## src/rtl/rv32i_types.sv

```systemverilog
// rtl/rv32i_types.sv - shared RV32I pipeline types used by the MEM/WB boundary
package rv32i_types;

    typedef enum logic [1:0] {
        WB_ALU  = 2'd0,
        WB_LOAD = 2'd1,
        WB_PC4  = 2'd2
    } wbsel_t;

    typedef struct packed {
        logic       mem_read;
        logic       mem_write;
        logic       load_regfile;
        logic [2:0] funct3;
        wbsel_t     wbsel;
    } rv32i_control_word;

    typedef enum logic {
        IDLE = 1'b0,
        HOLD = 1'b1
    } mem_wb_state_t;

    localparam logic [2:0] LB  = 3'b000;
    localparam logic [2:0] LH  = 3'b001;
    localparam logic [2:0] LW  = 3'b010;
    localparam logic [2:0] LBU = 3'b100;
    localparam logic [2:0] LHU = 3'b101;

endpackage

```

## src/rtl/mem_wb_stage_if.sv

```systemverilog
// rtl/mem_wb_stage_if.sv - MEM-side inputs and WB-side outputs of the MEM/WB boundary
interface mem_wb_stage_if;
    import rv32i_types::*;

    logic              MEM_valid;
    rv32i_control_word MEM_ctrl;
    logic [4:0]        MEM_rd;
    logic [31:0]       MEM_pc;
    logic [31:0]       MEM_alu_out;
    logic [31:0]       MEM_data_read;
    logic              data_resp;
    logic              pipe_freeze;

    logic              mem_stall;
    logic              access_done;
    logic              WB_valid;
    logic              WB_load_regfile;
    logic [4:0]        WB_rd;
    logic [31:0]       WB_data;
    logic [31:0]       WB_pc;

    modport master (
        output MEM_valid, MEM_ctrl, MEM_rd, MEM_pc, MEM_alu_out, MEM_data_read,
               data_resp, pipe_freeze,
        input  mem_stall, access_done, WB_valid, WB_load_regfile, WB_rd, WB_data, WB_pc
    );

    modport slave (
        input  MEM_valid, MEM_ctrl, MEM_rd, MEM_pc, MEM_alu_out, MEM_data_read,
               data_resp, pipe_freeze,
        output mem_stall, access_done, WB_valid, WB_load_regfile, WB_rd, WB_data, WB_pc
    );

endinterface

```

## src/rtl/load_formatter.sv

```systemverilog
// rtl/load_formatter.sv - selects and extends the loaded byte/halfword/word
module load_formatter
    import rv32i_types::*;
(
    input  logic [2:0]  funct3_i,
    input  logic [1:0]  offset_i,
    input  logic [31:0] word_i,
    output logic [31:0] result_o
);

    logic [7:0]  byte_sel;
    logic [15:0] half_sel;

    always_comb begin
        byte_sel = word_i[8*offset_i +: 8];
        // Halfword accesses are assumed aligned; offset bit 0 is deliberately ignored.
        half_sel = offset_i[1] ? word_i[31:16] : word_i[15:0];
    end

    always_comb begin
        result_o = word_i;
        unique case (funct3_i)
            LB:      result_o = {{24{byte_sel[7]}}, byte_sel};
            LBU:     result_o = {24'd0, byte_sel};
            LH:      result_o = {{16{half_sel[15]}}, half_sel};
            LHU:     result_o = {16'd0, half_sel};
            LW:      result_o = word_i;
            default: result_o = word_i;
        endcase
    end

endmodule

```

## src/rtl/mem_wb_stage.sv

```systemverilog
// rtl/mem_wb_stage.sv - MEM/WB boundary: data-memory handshake, freeze capture, writeback regs
module mem_wb_stage
    import rv32i_types::*;
#(
    parameter int          XLEN     = 32,
    parameter logic [31:0] RESET_PC = 32'h0000_0000
) (
    input  logic           clk,
    input  logic           rst,
    mem_wb_stage_if.slave  bus
);

    mem_wb_state_t   state_q, state_d;
    logic [XLEN-1:0] buffer_q, buffer_d;
    logic            wb_valid_q, wb_valid_d;
    logic            wb_lrf_q, wb_lrf_d;
    logic [4:0]      wb_rd_q, wb_rd_d;
    logic [XLEN-1:0] wb_data_q, wb_data_d;
    logic [XLEN-1:0] wb_pc_q, wb_pc_d;

    logic            acc;
    logic            stall;
    logic            advance;
    logic [XLEN-1:0] load_word;
    logic [XLEN-1:0] load_fmt;

    assign acc     = bus.MEM_valid & (bus.MEM_ctrl.mem_read | bus.MEM_ctrl.mem_write);
    assign stall   = acc & ~bus.data_resp & (state_q == IDLE);
    assign advance = ~bus.pipe_freeze & ~stall;

    // Once the response has been captured, the live memory bus may already show another word.
    assign load_word = (state_q == HOLD) ? buffer_q : bus.MEM_data_read;

    load_formatter u_load_formatter (
        .funct3_i (bus.MEM_ctrl.funct3),
        .offset_i (bus.MEM_alu_out[1:0]),
        .word_i   (load_word),
        .result_o (load_fmt)
    );

    always_comb begin
        state_d  = state_q;
        buffer_d = buffer_q;
        unique case (state_q)
            IDLE: begin
                if (acc & bus.data_resp & bus.pipe_freeze) begin
                    state_d  = HOLD;
                    buffer_d = bus.MEM_data_read;
                end
            end
            HOLD: begin
                if (~bus.pipe_freeze) begin
                    state_d = IDLE;
                end
            end
            default: state_d = IDLE;
        endcase
    end

    always_comb begin
        wb_valid_d = wb_valid_q;
        wb_lrf_d   = wb_lrf_q;
        wb_rd_d    = wb_rd_q;
        wb_data_d  = wb_data_q;
        wb_pc_d    = wb_pc_q;
        if (advance) begin
            wb_valid_d = bus.MEM_valid;
            wb_lrf_d   = bus.MEM_valid & bus.MEM_ctrl.load_regfile & (bus.MEM_rd != 5'd0);
            wb_rd_d    = bus.MEM_rd;
            wb_pc_d    = bus.MEM_pc;
            unique case (bus.MEM_ctrl.wbsel)
                WB_ALU:  wb_data_d = bus.MEM_alu_out;
                WB_LOAD: wb_data_d = load_fmt;
                WB_PC4:  wb_data_d = bus.MEM_pc + 32'd4;
                default: wb_data_d = bus.MEM_alu_out;
            endcase
        end else if (~bus.pipe_freeze) begin
            wb_valid_d = 1'b0;
            wb_lrf_d   = 1'b0;
        end
    end

    always_ff @(posedge clk or negedge rst) begin
        if (!rst) begin
            state_q    <= IDLE;
            buffer_q   <= '0;
            wb_valid_q <= 1'b0;
            wb_lrf_q   <= 1'b0;
            wb_rd_q    <= 5'd0;
            wb_data_q  <= '0;
            wb_pc_q    <= RESET_PC;
        end else begin
            state_q    <= state_d;
            buffer_q   <= buffer_d;
            wb_valid_q <= wb_valid_d;
            wb_lrf_q   <= wb_lrf_d;
            wb_rd_q    <= wb_rd_d;
            wb_data_q  <= wb_data_d;
            wb_pc_q    <= wb_pc_d;
        end
    end

    assign bus.mem_stall       = stall;
    assign bus.access_done     = (state_q == HOLD);
    assign bus.WB_valid        = wb_valid_q;
    assign bus.WB_load_regfile = wb_lrf_q;
    assign bus.WB_rd           = wb_rd_q;
    assign bus.WB_data         = wb_data_q;
    assign bus.WB_pc           = wb_pc_q;

endmodule

```

## src/flat_wrapper.sv

```systemverilog
// flat-port wrapper written by rule: the top's interface ports become plain ports
module mem_wb_stage_flat import rv32i_types::*;
#(
    parameter int          XLEN     = 32,
    parameter logic [31:0] RESET_PC = 32'h0000_0000
)
  (clk, rst, bus_MEM_valid, bus_MEM_ctrl, bus_MEM_rd, bus_MEM_pc, bus_MEM_alu_out, bus_MEM_data_read, bus_data_resp, bus_pipe_freeze, bus_mem_stall, bus_access_done, bus_WB_valid, bus_WB_load_regfile, bus_WB_rd, bus_WB_data, bus_WB_pc);
  mem_wb_stage_if bus_i ();
  input  logic clk;
  input  logic rst;
  input wire logic [$bits(bus_i.MEM_valid)-1:0] bus_MEM_valid;
  input wire logic [$bits(bus_i.MEM_ctrl)-1:0] bus_MEM_ctrl;
  input wire logic [$bits(bus_i.MEM_rd)-1:0] bus_MEM_rd;
  input wire logic [$bits(bus_i.MEM_pc)-1:0] bus_MEM_pc;
  input wire logic [$bits(bus_i.MEM_alu_out)-1:0] bus_MEM_alu_out;
  input wire logic [$bits(bus_i.MEM_data_read)-1:0] bus_MEM_data_read;
  input wire logic [$bits(bus_i.data_resp)-1:0] bus_data_resp;
  input wire logic [$bits(bus_i.pipe_freeze)-1:0] bus_pipe_freeze;
  output wire logic [$bits(bus_i.mem_stall)-1:0] bus_mem_stall;
  output wire logic [$bits(bus_i.access_done)-1:0] bus_access_done;
  output wire logic [$bits(bus_i.WB_valid)-1:0] bus_WB_valid;
  output wire logic [$bits(bus_i.WB_load_regfile)-1:0] bus_WB_load_regfile;
  output wire logic [$bits(bus_i.WB_rd)-1:0] bus_WB_rd;
  output wire logic [$bits(bus_i.WB_data)-1:0] bus_WB_data;
  output wire logic [$bits(bus_i.WB_pc)-1:0] bus_WB_pc;
  assign bus_i.MEM_valid = bus_MEM_valid;
  assign bus_i.MEM_ctrl = bus_MEM_ctrl;
  assign bus_i.MEM_rd = bus_MEM_rd;
  assign bus_i.MEM_pc = bus_MEM_pc;
  assign bus_i.MEM_alu_out = bus_MEM_alu_out;
  assign bus_i.MEM_data_read = bus_MEM_data_read;
  assign bus_i.data_resp = bus_data_resp;
  assign bus_i.pipe_freeze = bus_pipe_freeze;
  assign bus_mem_stall = bus_i.mem_stall;
  assign bus_access_done = bus_i.access_done;
  assign bus_WB_valid = bus_i.WB_valid;
  assign bus_WB_load_regfile = bus_i.WB_load_regfile;
  assign bus_WB_rd = bus_i.WB_rd;
  assign bus_WB_data = bus_i.WB_data;
  assign bus_WB_pc = bus_i.WB_pc;
  mem_wb_stage #(.XLEN(XLEN), .RESET_PC(RESET_PC)) u_core (.clk(clk), .rst(rst), .bus(bus_i));
endmodule
```

## config.mk

```make
export PLATFORM = sky130hd
export DESIGN_NAME = mem_wb_stage_flat
export DESIGN_NICKNAME = d
export VERILOG_FILES = /design/src/rtl/rv32i_types.sv /design/src/rtl/mem_wb_stage_if.sv /design/src/rtl/load_formatter.sv /design/src/rtl/mem_wb_stage.sv /design/src/flat_wrapper.sv
export SDC_FILE = /design/constraint.sdc
export NUM_CORES = 1
export LEC_CHECK = 0
export ABC_AREA = 1
export BUFFER_PORTS_ARGS = -buffer_cell sky130_fd_sc_hd__clkbuf_2
export CAP_MARGIN = 5
export CORE_MARGIN = 2
export CORE_UTILIZATION = 50
export CTS_BUF_LIST = sky130_fd_sc_hd__clkbuf_16
export CTS_CLUSTER_SIZE = 25
export DETAILED_ROUTE_END_ITERATION = 6
export PLACE_DENSITY = 0.83
export SYNTH_ARGS = -nofsm -noshare
export SYNTH_HDL_FRONTEND = slang
export SYNTH_SLANG_ARGS = --single-unit
```

## constraint.sdc

```tcl
create_clock -name clk -period 1.65 [get_ports clk]
set_input_delay 0.165 -clock clk [delete_from_list [all_inputs] [get_ports clk]]
set_output_delay 0.165 -clock clk [all_outputs]
set_load 0.01 [all_outputs]
```

==> results of run 1 <==
==> routing by layer <==
metal / wire length, um / global-route usage, % / part of all wire [%] / vias to the layer above
met5: 0 / 0 / 0 / -
met4: 807 / 13.9 / 3.5 / 0
met3: 1680 / 5.77 / 7.3 / 55
met2: 10900 / 55.4 / 47 / 337
met1: 9690 / 43.6 / 42 / 3368
li1: - / - / - / 3583
==> cell usage after synthesis <==
master	count	area, um^2
nand2_4	1	11.3
o21ai_1	4	20.0
a31oi_1	3	18.8
o31ai_1	2	15.0
a221oi_1	2	17.5
nand3_1	79	395
o311ai_0	1	8.76
buf_6	4	45.0
nand3_4	1	17.5
nor2_2	2	12.5
buf_12	1	20.0
o21a_1	1	7.51
o21ai_0	111	556
and2_4	1	8.76
nand4_1	5	31.3
buf_4	2	15.0
or2_2	12	75.1
clkbuf_1	28	105
dfrtp_1	104	2600
nand2_1	317	1190
nand3_2	12	120
clkinv_1	1	3.75
o21ai_2	1	8.76
inv_2	6	22.5
nor3b_1	1	7.51
inv_1	83	312
o22ai_1	1	6.26
nor2_1	109	409
a21o_1	2	15.0
o21bai_1	3	22.5
ha_1	3	37.5
buf_2	12	60.1
nand2_2	6	37.5
a21oi_1	25	125
mux2_2	4	45.0
nor3_1	8	40.0
o211ai_1	7	52.6
and2_1	2	12.5
==> sequential cells by signal (all words and copies together) (netlist names) <==
register,count
u_core.buffer_q,32
u_core.bus.WB_data,32
u_core.bus.WB_load_regfile,1
u_core.bus.WB_pc,32
u_core.bus.WB_rd,5
u_core.bus.WB_valid,1
u_core.bus.access_done,1
==> cells by family (layout without fill, tap and decap cells) <==
| kind of cell | count (synthesis) | after routing | synth area share, % |
|---|---|---|---|
| buffers and inverters | 137 | 377 | 8.96 |
| DFF | 104 | 104 | 40.0 |
| muxes | 4 | 4 | 0.692 |
| AOI/OAI and AO/OA | 163 | 163 | 13.4 |
| adders and majority gates | 3 | 3 | 0.577 |
| and+or+nand+nor | 556 | 557 | 36.4 |
==> timing repair <==
action                                  in CTS  in global routing
endpoints found under the hold margin      104                  0
gates cloned                                 1                  0
pin swaps                                    6                  1
endpoints found under the setup margin      37                 37
hold buffers                                 1                  0
buffers inserted                             3                  0
gates resized for setup                     21                 25
==> area by class of cell <==
cell class / count / area [um^2] / area share [%]
Sequential cell: 104 / 2600 / 30.3
Clock inverter: 7 / 42.5 / 0.496
Inverter: 90 / 349 / 4.07
Timing Repair Buffer: 271 / 1690 / 19.7
Tap cell: 172 / 215 / 2.51
Multi-Input combinational cell: 727 / 3450 / 40.2
Clock buffer: 9 / 225 / 2.62
==> layout by cell type, fill, tap and decap left out, types with 9 or more instances in the layout <==
master     instances
o21ai_0           96
clkbuf_2         185
dfrtp_1          103
o21ai_1           14
nand2_2            9
nor2_1           109
buf_12             9
clkbuf_16          9
nand3_2           20
nand3_1           71
a21oi_1           24
nand2_1          312
buf_4             74
or2_2             12
inv_1             85
==> power by group through the flow <==
stage	clock network (mW)	logic [mW]	registers (mW)
2_1_floorplan	0	0.979	3.32
3_3_place_gp	0	2.04	3.25
3_5_place_dp	0	2.07	3.26
4_1_cts	2.00	2.12	3.22
5_1_grt	2.11	2.39	3.27
6_report	1.99	2.16	3.23
==> worst min-delay path: cells and delay by family <==
family	cells	cell delay, ns
buf+inv	1	0.11
simple gates	2	0.10
==> final timing paths <==
check	start	to	slack, ns	cells after the start
max in group asynchronous	rst	u_core.bus.WB_data[28]$_DFFE_PN0P_	0.92	3
worst max register to register	u_core.bus.access_done$_DFF_PN0_	u_core.bus.WB_data[2]$_DFFE_PN0P_	-0.13	9
min in group asynchronous	rst	u_core.bus.WB_load_regfile$_DFFE_PN0P_	0.17	2
worst max-delay path	u_core.bus.access_done$_DFF_PN0_	u_core.bus.WB_data[2]$_DFFE_PN0P_	-0.13	9
worst min register to register	u_core.bus.WB_data[15]$_DFFE_PN0P_	u_core.bus.WB_data[15]$_DFFE_PN0P_	0.48	2
worst min-delay path	bus_MEM_pc[1]	u_core.bus.WB_pc[1]$_DFFE_PN0P_	0.06	3
==> stage by stage <==
stage	hold slack, ns	instances	worst slack [ns]
floorplan	-0.131	967	0.102
global placement	-0.00751	1359	-0.146
detailed placement	-0.0105	1359	-0.196
CTS	0.0383	1380	-0.0846
global route	0.0535	1380	-0.198
finish	0.0552	1380	-0.127
==> reports/results.ini, run 1 <==
[sta]
worstMarginPinSlew_ns=0.695
setup_viol=27
fin_skew_ns=0.00714
fin_crit_sh_pct=108
fmax_ghz=0.563
rsz0062_at_grt=yes
hold_viol=0
fin_ws_ns=-0.127
tns_ns=-1.73
fin_crit_ns=1.78
drv_slew=0
max_slew_margin_pct=53.1

[layout]
antenna_cells=0
drive_gt1_share_pct=29.2
fillers=1170
fin_util_pct=67.7
final_cell_area_um2=8580
nNetsFinal=1320
area_growth_pct=31.8

[global_routing]
overflow=0
grt_start_max_net_pins=68
grt_pass1_wl_um=36500
grt_pass1_vias=6939
antenna_found_initial=0
grtUsageTotal_pct=33.6

[pwr]
clkPwrFrac_pct=26.9
internal_power_mw=4.86
vdd_drop_max_v=0.000606
power.leakage_nw=4.57
p_switching_mw=2.52
powerDensity_nw_per_um2=860
finalPower_mw=7.38
swShare_pct=34.2
pwr-share-comb_pct=29.3
seq_power_share_pct=43.8

[run_status]
violations=negative setup slack
status=finished, violations left

[worst_setup_path]
setup.worst_path.start_class=register
crit_slowest_cell=dfrtp_2
crit_family=compound AO/OA/AOI/OAI gates
crit_arrival_ns=2.05
critPathBufInv=4
path_cells=buf_12 > buf_6 > buf_4 > a21oi_1 > a21oi_1 > o31ai_1 > buf_4 > o21a_1 > o21ai_1
cpPeakStageDelay_ns=0.46
end_kind=register
crit_required_ns=1.92
crit_path_max_fanout=26
crit_type=reg -> reg

[placed_design]
placed_area_um2=8130
hpwl_um=18000
portBuffers=186
gp_congestion=1.00

[clock_network]
cts.sinks=104
cts_tree=built
root_buffer=clkbuf_16
clk_pin_slew_ns=0.07
clock_path_buffers=2
cts_buffers=9
worstSkewPairLatency_ns=0.36
cts.htree.levels=3

[synth]
synthCells=967
synth_cell_types=38
yosys_warnings=0
yosysSeqAreaShare_pct=40.0
ys_ff_latch=104
syn_area_um2=6510
avgSynthCellArea_um2=6.73
synthesis.nets=1084

[detailed_routing]
vias=7343
drt_iter0_drc=819
wl_per_cell_um=16.7
antenna_left=0
via_per_inst=5.32
drt_pass1_iterations=7
drt_wl_total_um=23100
drc=0

[floorplanning]
die_h_um=118
die_x_um=118
std_cell_rows=41
core-area_um2=12700
start_util_pct=51.4
die-area_um2=13900
io_pins=187

[flow_run]
maxCapViolCount=0

[min_path]
hold_class=in -> reg

Note: power is estimated with default switching activity, not from simulation.
==> run 2, diff against run 1 <==
--- a/config.mk
+++ b/config.mk
@@ -5,7 +5,6 @@
 export SDC_FILE = /design/constraint.sdc
 export NUM_CORES = 1
 export LEC_CHECK = 0
-export ABC_AREA = 1
 export BUFFER_PORTS_ARGS = -buffer_cell sky130_fd_sc_hd__clkbuf_2
 export CAP_MARGIN = 5
 export CORE_MARGIN = 2
@@ -13,7 +12,8 @@
 export CTS_BUF_LIST = sky130_fd_sc_hd__clkbuf_16
 export CTS_CLUSTER_SIZE = 25
 export DETAILED_ROUTE_END_ITERATION = 6
-export PLACE_DENSITY = 0.83
+export MAX_ROUTING_LAYER = met4
+export PLACE_DENSITY = 0.84
 export SYNTH_ARGS = -nofsm -noshare
 export SYNTH_HDL_FRONTEND = slang
 export SYNTH_SLANG_ARGS = --single-unit
==> run 2 against run 1 <==
The run ends with design-rule violations, negative setup slack left. Maximum frequency is 20% lower. First-iteration DRC count rose by 14%. Sequential share of layout area down 3.5 points. Setup slack got worse by 0.44 ns. Critical path depth down 1. Clock-buffer cell count is the same.
==> reports/results.ini, run 2 <==
[synth]
syn_area_um2=6190  ; -4.9%
synth.largest_area_cell=dfrtp_1
synthArstFlopShare_pct=100  ; unchanged
synth_cell_types=57  ; +50%
synthFlopType=dfrtp_1
yosys_warnings=0  ; unchanged
synthesis.nets=788  ; -27%
synthCells=671  ; -31%
synthTopCellsByArea=dfrtp_1 42%, mux2_2 10%, nand2_1 8.9%
yosysMostFrequentCell=nand2_1
yosysTopAreaCellShare_pct=42.0  ; +2.1 points
synthTopCellsByCount=146 x nand2_1, 104 x dfrtp_1, 55 x mux2_2
avgSynthCellArea_um2=9.23  ; +37%
yosysSeqAreaShare_pct=42.0  ; +2.1 points
ys_ff_latch=104  ; unchanged
synth_edf_count=0  ; unchanged

[clock_network]
cts_buffers=9  ; unchanged
cts.htree.levels=3  ; unchanged
clock_path_buffers=2  ; unchanged
cts.sinks=104  ; unchanged
clk_pin_slew_ns=0.07  ; about the same
cts_tree=built
root_buffer=clkbuf_16
worstSkewPairLatency_ns=0.36  ; about the same

[placed_design]
dpl.cell_count=1082  ; -20%
placed_area_um2=8070  ; -0.68%
gp_congestion=0.954  ; -4.6%
hpwl_um=15900  ; -12%
portBuffers=186  ; unchanged

[pwr]
powerDensity_nw_per_um2=877  ; +2.1%
power.leakage_nw=4.46  ; -2.5%
vdd_drop_max_v=0.000493  ; -19%

[global_routing]
grt_start_max_net_pins=45  ; -34%
grt_pass1_wl_um=39500  ; +8.3%
grtUsageTotal_pct=40.4  ; +6.8 points
antenna_found_initial=0  ; unchanged
grt_pass1_vias=7098  ; +2.3%
overflow=0  ; unchanged

[min_path]
hold_end=u_core.bus.WB_rd[0]$_DFFE_PN0P_
hold_class=in -> reg
holdPathStages=3  ; unchanged
min_from=bus_MEM_rd[0]

[floorplanning]
die-area_um2=13300  ; -4.7%
die_x_um=115  ; -2.4%
die_h_um=115  ; -2.4%
core-area_um2=12100  ; -4.8%
io_pins=187  ; unchanged
std_cell_rows=40  ; -2.4%
start_util_pct=51.3  ; about the same

[layout]
fin_util_pct=80.4  ; +13 points
antenna_cells=0  ; unchanged
final_common_cell=clkbuf_2
drive_gt1_share_pct=52.5  ; +23 points
final_cell_mix=183 x clkbuf_2, 110 x nand2_1, 103 x dfrtp_1
instances_no_fill=1138  ; -18%
area_growth_pct=56.7
nNetsFinal=1082  ; -18%
fillers=685  ; -41%
final_cell_area_um2=9700  ; +13%

[run_status]
violations=design-rule violations, negative setup slack
status=finished, violations left

[detailed_routing]
drt_pass1_iterations=7  ; unchanged
drt_wl_total_um=27200  ; +18%
via_per_inst=6.54  ; +23%
vias=7448  ; +1.4%
drt_iter0_drc=936  ; +14%
antenna_left=0  ; unchanged
drc=11  ; +11
wl_per_cell_um=23.9  ; +43%

[worst_setup_path]
crit_arrival_ns=2.43  ; +0.38 ns
r2r_end=u_core.bus.WB_data[21]$_DFFE_PN0P_
end_kind=register
setup.worst_path.start_class=register
crit_path_max_fanout=10  ; -62%
crit_type=reg -> reg
ff2ff_path_depth=8  ; -1
r2r_setup_slack_ns=-0.56  ; -0.44 ns
r2r-start=u_core.bus.access_done$_DFF_PN0_
crit_required_ns=1.86  ; -0.06 ns

[sta]
drv_slew=0  ; unchanged
max_slew_margin_pct=52.4  ; -0.63 points
rsz0062_at_grt=yes
hold_viol=0  ; unchanged
fin_skew_ns=0.00813  ; +0.000988 ns
fmax_ghz=0.451  ; -20%
setup_viol=102  ; +280%
worstMarginPinSlew_ns=0.713  ; +0.0175 ns
fin_ws_ns=-0.565  ; -0.438 ns
hold_slack_ns=0.0179  ; -0.0373 ns
fin_crit_sh_pct=134  ; +27 points
fin_crit_ns=2.21  ; +0.438 ns

[flow_run]
maxCapViolCount=0  ; unchanged

-- run 2: cell count changes after synthesis, sizes merged, moves of 13 or more --
cell | previous run | this run
mux2 | 4 | 56
mux2i | 0 | 21
o21ai | 116 | 48
nand2 | 324 | 146
or3 | 0 | 23
inv | 89 | 10
nand3 | 92 | 16
a31oi | 3 | 21
nor2 | 111 | 22
nor4 | 0 | 13
-- run 2: layer usage --
layer | track usage (%) | share of wire [%] | vias to the layer above
met4 | 24.4 | 7.3 | 0
met1 | 49.8 | 35 | 3545
met3 | 8.17 | 11 | 197
li1 | - | - | 3030
met5 | - | 0 | -
met2 | 61.3 | 46 | 676
-- run 2: critical path, cell delays in order (launching register included) --
cell and delay (ns):
dfrtp_2 0.46, buf_6 0.15, buf_6 0.12, nor2b_4 0.15, buf_6 0.14, a31oi_4 0.21
buf_12 0.24, o21ai_0 0.52, a31oi_4 0.07
-- run 2: per-stage QoR --
step,TNS [ns],power [mW],setup WS [ns]
2_1_floorplan,-6.16,4.36,-0.148
3_3_place_gp,-14.62,5.42,-0.274
3_5_place_dp,-17.12,5.50,-0.315
4_1_cts,-15.52,8.07,-0.272
5_1_grt,-27.17,8.78,-0.547
6_report,-22.62,8.51,-0.565
-- run 2: worst max path at each step --
stage,startpoint,endpoint,slack [ns],depth (start not counted)
2_1_floorplan,u_core.bus.access_done$_DFF_PN0_,u_core.bus.WB_data[31]$_DFFE_PN0P_,-0.15,7
3_3_place_gp,u_core.bus.access_done$_DFF_PN0_,u_core.bus.WB_data[24]$_DFFE_PN0P_,-0.27,5
3_5_place_dp,u_core.bus.access_done$_DFF_PN0_,u_core.bus.WB_data[28]$_DFFE_PN0P_,-0.32,5
4_1_cts,u_core.bus.access_done$_DFF_PN0_,u_core.bus.WB_data[25]$_DFFE_PN0P_,-0.27,6
5_1_grt,u_core.bus.access_done$_DFF_PN0_,u_core.bus.WB_data[21]$_DFFE_PN0P_,-0.55,8
6_report,u_core.bus.access_done$_DFF_PN0_,u_core.bus.WB_data[21]$_DFFE_PN0P_,-0.56,8
-- run 2: kinds of logic (layout without fill, tap and decap cells) --
logic type,Yosys count,after routing,share of synthesized area (%)
adder cells (fa/ha/maj),3,3,0.606
AO/OA/AOI/OAI,139,140,14.2
buffers and inverters,58,356,4.00
flip-flops,104,104,42.0
XOR/XNOR,13,13,1.84
multiplexers,85,85,16.5
AND/OR/NAND/NOR,269,269,20.8
-- run 2: area by class of cell --
class | instances | area [um^2] | share of cell area [%]
inverter | 10 | 37.5 | 0.387
tap | 168 | 210 | 2.17
clock inverter | 7 | 63.8 | 0.658
multi-input combinational | 510 | 4080 | 42.1
timing repair buffer | 330 | 2480 | 25.5
sequential | 104 | 2600 | 26.8
clock buffer | 9 | 225 | 2.32
-- run 2: what timing repair did --
action                                  CTS  global route
endpoints found under the setup margin  103           106
buffers inserted                         27            11
endpoints found under the hold margin    22             0
hold buffers                              1             0
pin swaps                                40            39
cloned                                    9             2
gates resized for setup                 116           105
-- run 2: report_power, final --
part           total, mW  internal (mW)  switching, mW  leakage (nW)
Combinational       2.96           1.45           1.50          3.07
Clock               2.17           1.17           1.01         0.146
Sequential          3.38           3.00          0.380          1.24
Total               8.51           5.62           2.89          4.46
==> run 3, diff against run 2 <==
--- a/config.mk
+++ b/config.mk
@@ -5,15 +5,15 @@
 export SDC_FILE = /design/constraint.sdc
 export NUM_CORES = 1
 export LEC_CHECK = 0
-export BUFFER_PORTS_ARGS = -buffer_cell sky130_fd_sc_hd__clkbuf_2
+export BUFFER_PORTS_ARGS = -buffer_cell sky130_fd_sc_hd__buf_2
 export CAP_MARGIN = 5
 export CORE_MARGIN = 2
-export CORE_UTILIZATION = 50
+export CORE_UTILIZATION = 48
 export CTS_BUF_LIST = sky130_fd_sc_hd__clkbuf_16
 export CTS_CLUSTER_SIZE = 25
 export DETAILED_ROUTE_END_ITERATION = 6
 export MAX_ROUTING_LAYER = met4
-export PLACE_DENSITY = 0.84
+export PLACE_DENSITY = 0.81
 export SYNTH_ARGS = -nofsm -noshare
 export SYNTH_HDL_FRONTEND = slang
 export SYNTH_SLANG_ARGS = --single-unit
==> run 3 against run 2 <==
Die area rose by 4.0%. First-iteration DRC count decreased by 6.0%. Clock-buffer cell count unchanged. Global-route usage is 8.6 points lower. Via count decreased by 5.6%. Largest cell class unchanged. Clock power up 6%. Sequential cell count did not move. The flow still finishes with violations (design-rule violations, negative setup slack). Register-to-register slack better by 0.21 ns. Wire length is 9.7% lower.
==> reports/results.ini, run 3 (synthesized netlist as in run 2, its figures left out) <==
[run_status]
status=finished, violations left
violations=design-rule violations, negative setup slack

[detailed_routing]
wl_per_cell_um=21.7  ; -9.2%
drc=4  ; -7
drt_wl_total_um=24600  ; -9.7%
drt_pass1_iterations=7  ; unchanged
antenna_left=0  ; unchanged
via_per_inst=6.21  ; -5.1%
drt_iter0_drc=880  ; -6.0%
vias=7034  ; -5.6%

[placed_design]
portBuffers=186  ; unchanged
hpwl_um=15700  ; -0.89%
dpl.cell_count=1085  ; +0.28%
post-place-ws_ns=-0.332  ; -0.0170 ns
placed_area_um2=8030  ; -0.50%
gp_congestion=0.947  ; -0.82%

[worst_setup_path]
cpPeakStageDelay_ns=0.45  ; -0.07 ns
crit_arrival_ns=2.28  ; -0.15 ns
crit_slowest_cell=or3b_2
crit_path_max_fanout=17  ; +7
ff2ff_path_depth=7  ; -1
crit_required_ns=1.93  ; +0.07 ns
path_cells=buf_6 > buf_12 > mux2i_1 > or3b_2 > a31oi_1 > o221ai_1 > a21oi_1
crit_type=reg -> reg
end_kind=register
setup.worst_path.start_class=register

[clock_network]
cts_tree=built
root_buffer=clkbuf_16
cts.sinks=104  ; unchanged
cts.htree.levels=3  ; unchanged
cts_buffers=9  ; unchanged
clk_pin_slew_ns=0.08  ; about the same
clock_path_buffers=2  ; unchanged
worstSkewPairLatency_ns=0.36  ; about the same

[layout]
final_cell_area_um2=9150  ; -5.7%
final_cell_mix=187 x buf_2, 142 x nand2_1, 103 x dfrtp_1
instances_no_fill=1132  ; -0.53%
area_growth_pct=47.8
final_common_cell=buf_2
fin_util_pct=72.5  ; -7.9 points
drive_gt1_share_pct=46.1  ; -6.4 points
nNetsFinal=1071  ; -1.0%

[sta]
worstMarginPinSlew_ns=0.621  ; -0.0920 ns
max_slew_margin_pct=58.5  ; +6.0 points
setup_viol=102  ; unchanged
tns_ns=-17.80  ; +4.82 ns
hold_slack_ns=0.0171  ; -0.000790 ns
fin_crit_ns=2.00  ; -0.211 ns
fin_ws_ns=-0.354  ; +0.211 ns
fmax_ghz=0.499  ; +11%
rsz0062_at_grt=yes
fin_skew_ns=0.0110  ; +0.00291 ns
hold_viol=0  ; unchanged
fin_crit_sh_pct=121  ; -13 points
drv_slew=0  ; unchanged

[floorplanning]
io_pins=187  ; unchanged
die_h_um=118  ; +2.0%
die_x_um=118  ; +2.0%
core-area_um2=12600  ; +4.6%
start_util_pct=49.1  ; -2.3 points
std_cell_rows=41  ; +2.5%
die-area_um2=13800  ; +4.0%

[global_routing]
overflow=0  ; unchanged
grt_pass1_vias=6356  ; -10%
antenna_found_initial=1  ; +1
grtUsageTotal_pct=31.7  ; -8.6 points
grt_start_max_net_pins=36  ; -20%
grt_pass1_wl_um=33700  ; -15%

[pwr]
finalPower_mw=8.27  ; -2.8%
powerDensity_nw_per_um2=904  ; +3.1%
vdd_drop_max_v=0.000540  ; +9.6%
power.leakage_nw=4.28  ; -4.1%

[min_path]
holdPathStages=3  ; unchanged
hold_class=in -> reg

[flow_run]
maxCapViolCount=0  ; unchanged

==> run 3: cell count changes in the layout (fill, tap and decap cells not counted), sizes merged <==
| cell | previous run | this run |
|---|---|---|
| inv | 11 | 10 |
| diode | 0 | 1 |
| bufinv | 1 | 2 |
| clkbuf | 194 | 17 |
| a31oi | 22 | 21 |
| buf | 144 | 311 |
==> run 3: final timing paths <==
kind | slack [ns] | to | startpoint
min in group asynchronous | 0.32 | u_core.buffer_q[14]$_DFFE_PN0P_ | rst
worst min register to register | 0.47 | u_core.bus.WB_pc[4]$_DFFE_PN0P_ | u_core.bus.WB_pc[4]$_DFFE_PN0P_
worst max-delay path | -0.35 | u_core.bus.WB_data[0]$_DFFE_PN0P_ | u_core.bus.access_done$_DFF_PN0_
worst min-delay path | 0.02 | u_core.bus.WB_rd[1]$_DFFE_PN0P_ | bus_MEM_rd[1]
max in group asynchronous | 0.74 | u_core.bus.WB_pc[7]$_DFFE_PN0P_ | rst
worst max register to register | -0.35 | u_core.bus.WB_data[0]$_DFFE_PN0P_ | u_core.bus.access_done$_DFF_PN0_
==> run 3: timing repair <==
action	in CTS	in global routing
setup buffers	6	11
pin swaps	7	11
setup endpoints to repair	83	103
gates resized for setup	38	64
hold buffers	1	0
gates cloned	3	11
endpoints found under the hold margin	30	0
==> run 3: layer usage <==
layer | vias up | routed length (um) | track usage [%]
met2 | 584 | 11200 | 47.9
met1 | 3300 | 9340 | 42.6
li1 | 3011 | - | -
met4 | 0 | 1420 | 15.1
met3 | 139 | 2670 | 4.22
met5 | - | 0 | -
==> run 3: cell type report <==
cell class	instances	area, um^2
Inverter	10	37.5
Multi-Input combinational cell	509	3640
Clock buffer	9	225
Antenna cell	1	2.50
Sequential cell	104	2600
Tap cell	172	215
Clock inverter	7	86.3
Fill cell	886	3470
Timing Repair Buffer	320	2330
==> run 3: power breakdown <==
| part | total (mW) | switching, mW | leakage [nW] | internal [mW] |
|---|---|---|---|---|
| clock network | 2.31 | 0.991 | 0.154 | 1.32 |
| logic | 2.61 | 1.32 | 2.88 | 1.29 |
| registers | 3.35 | 0.355 | 1.24 | 3.00 |
==> run 3: worst max-delay path, delay by kind of cell, from the launching register on <==
family          cells  cell delay [ns]
mux                 1             0.14
flops               1             0.41
simple gates        1             0.45
buf+inv             2             0.30
compound gates      3             0.62
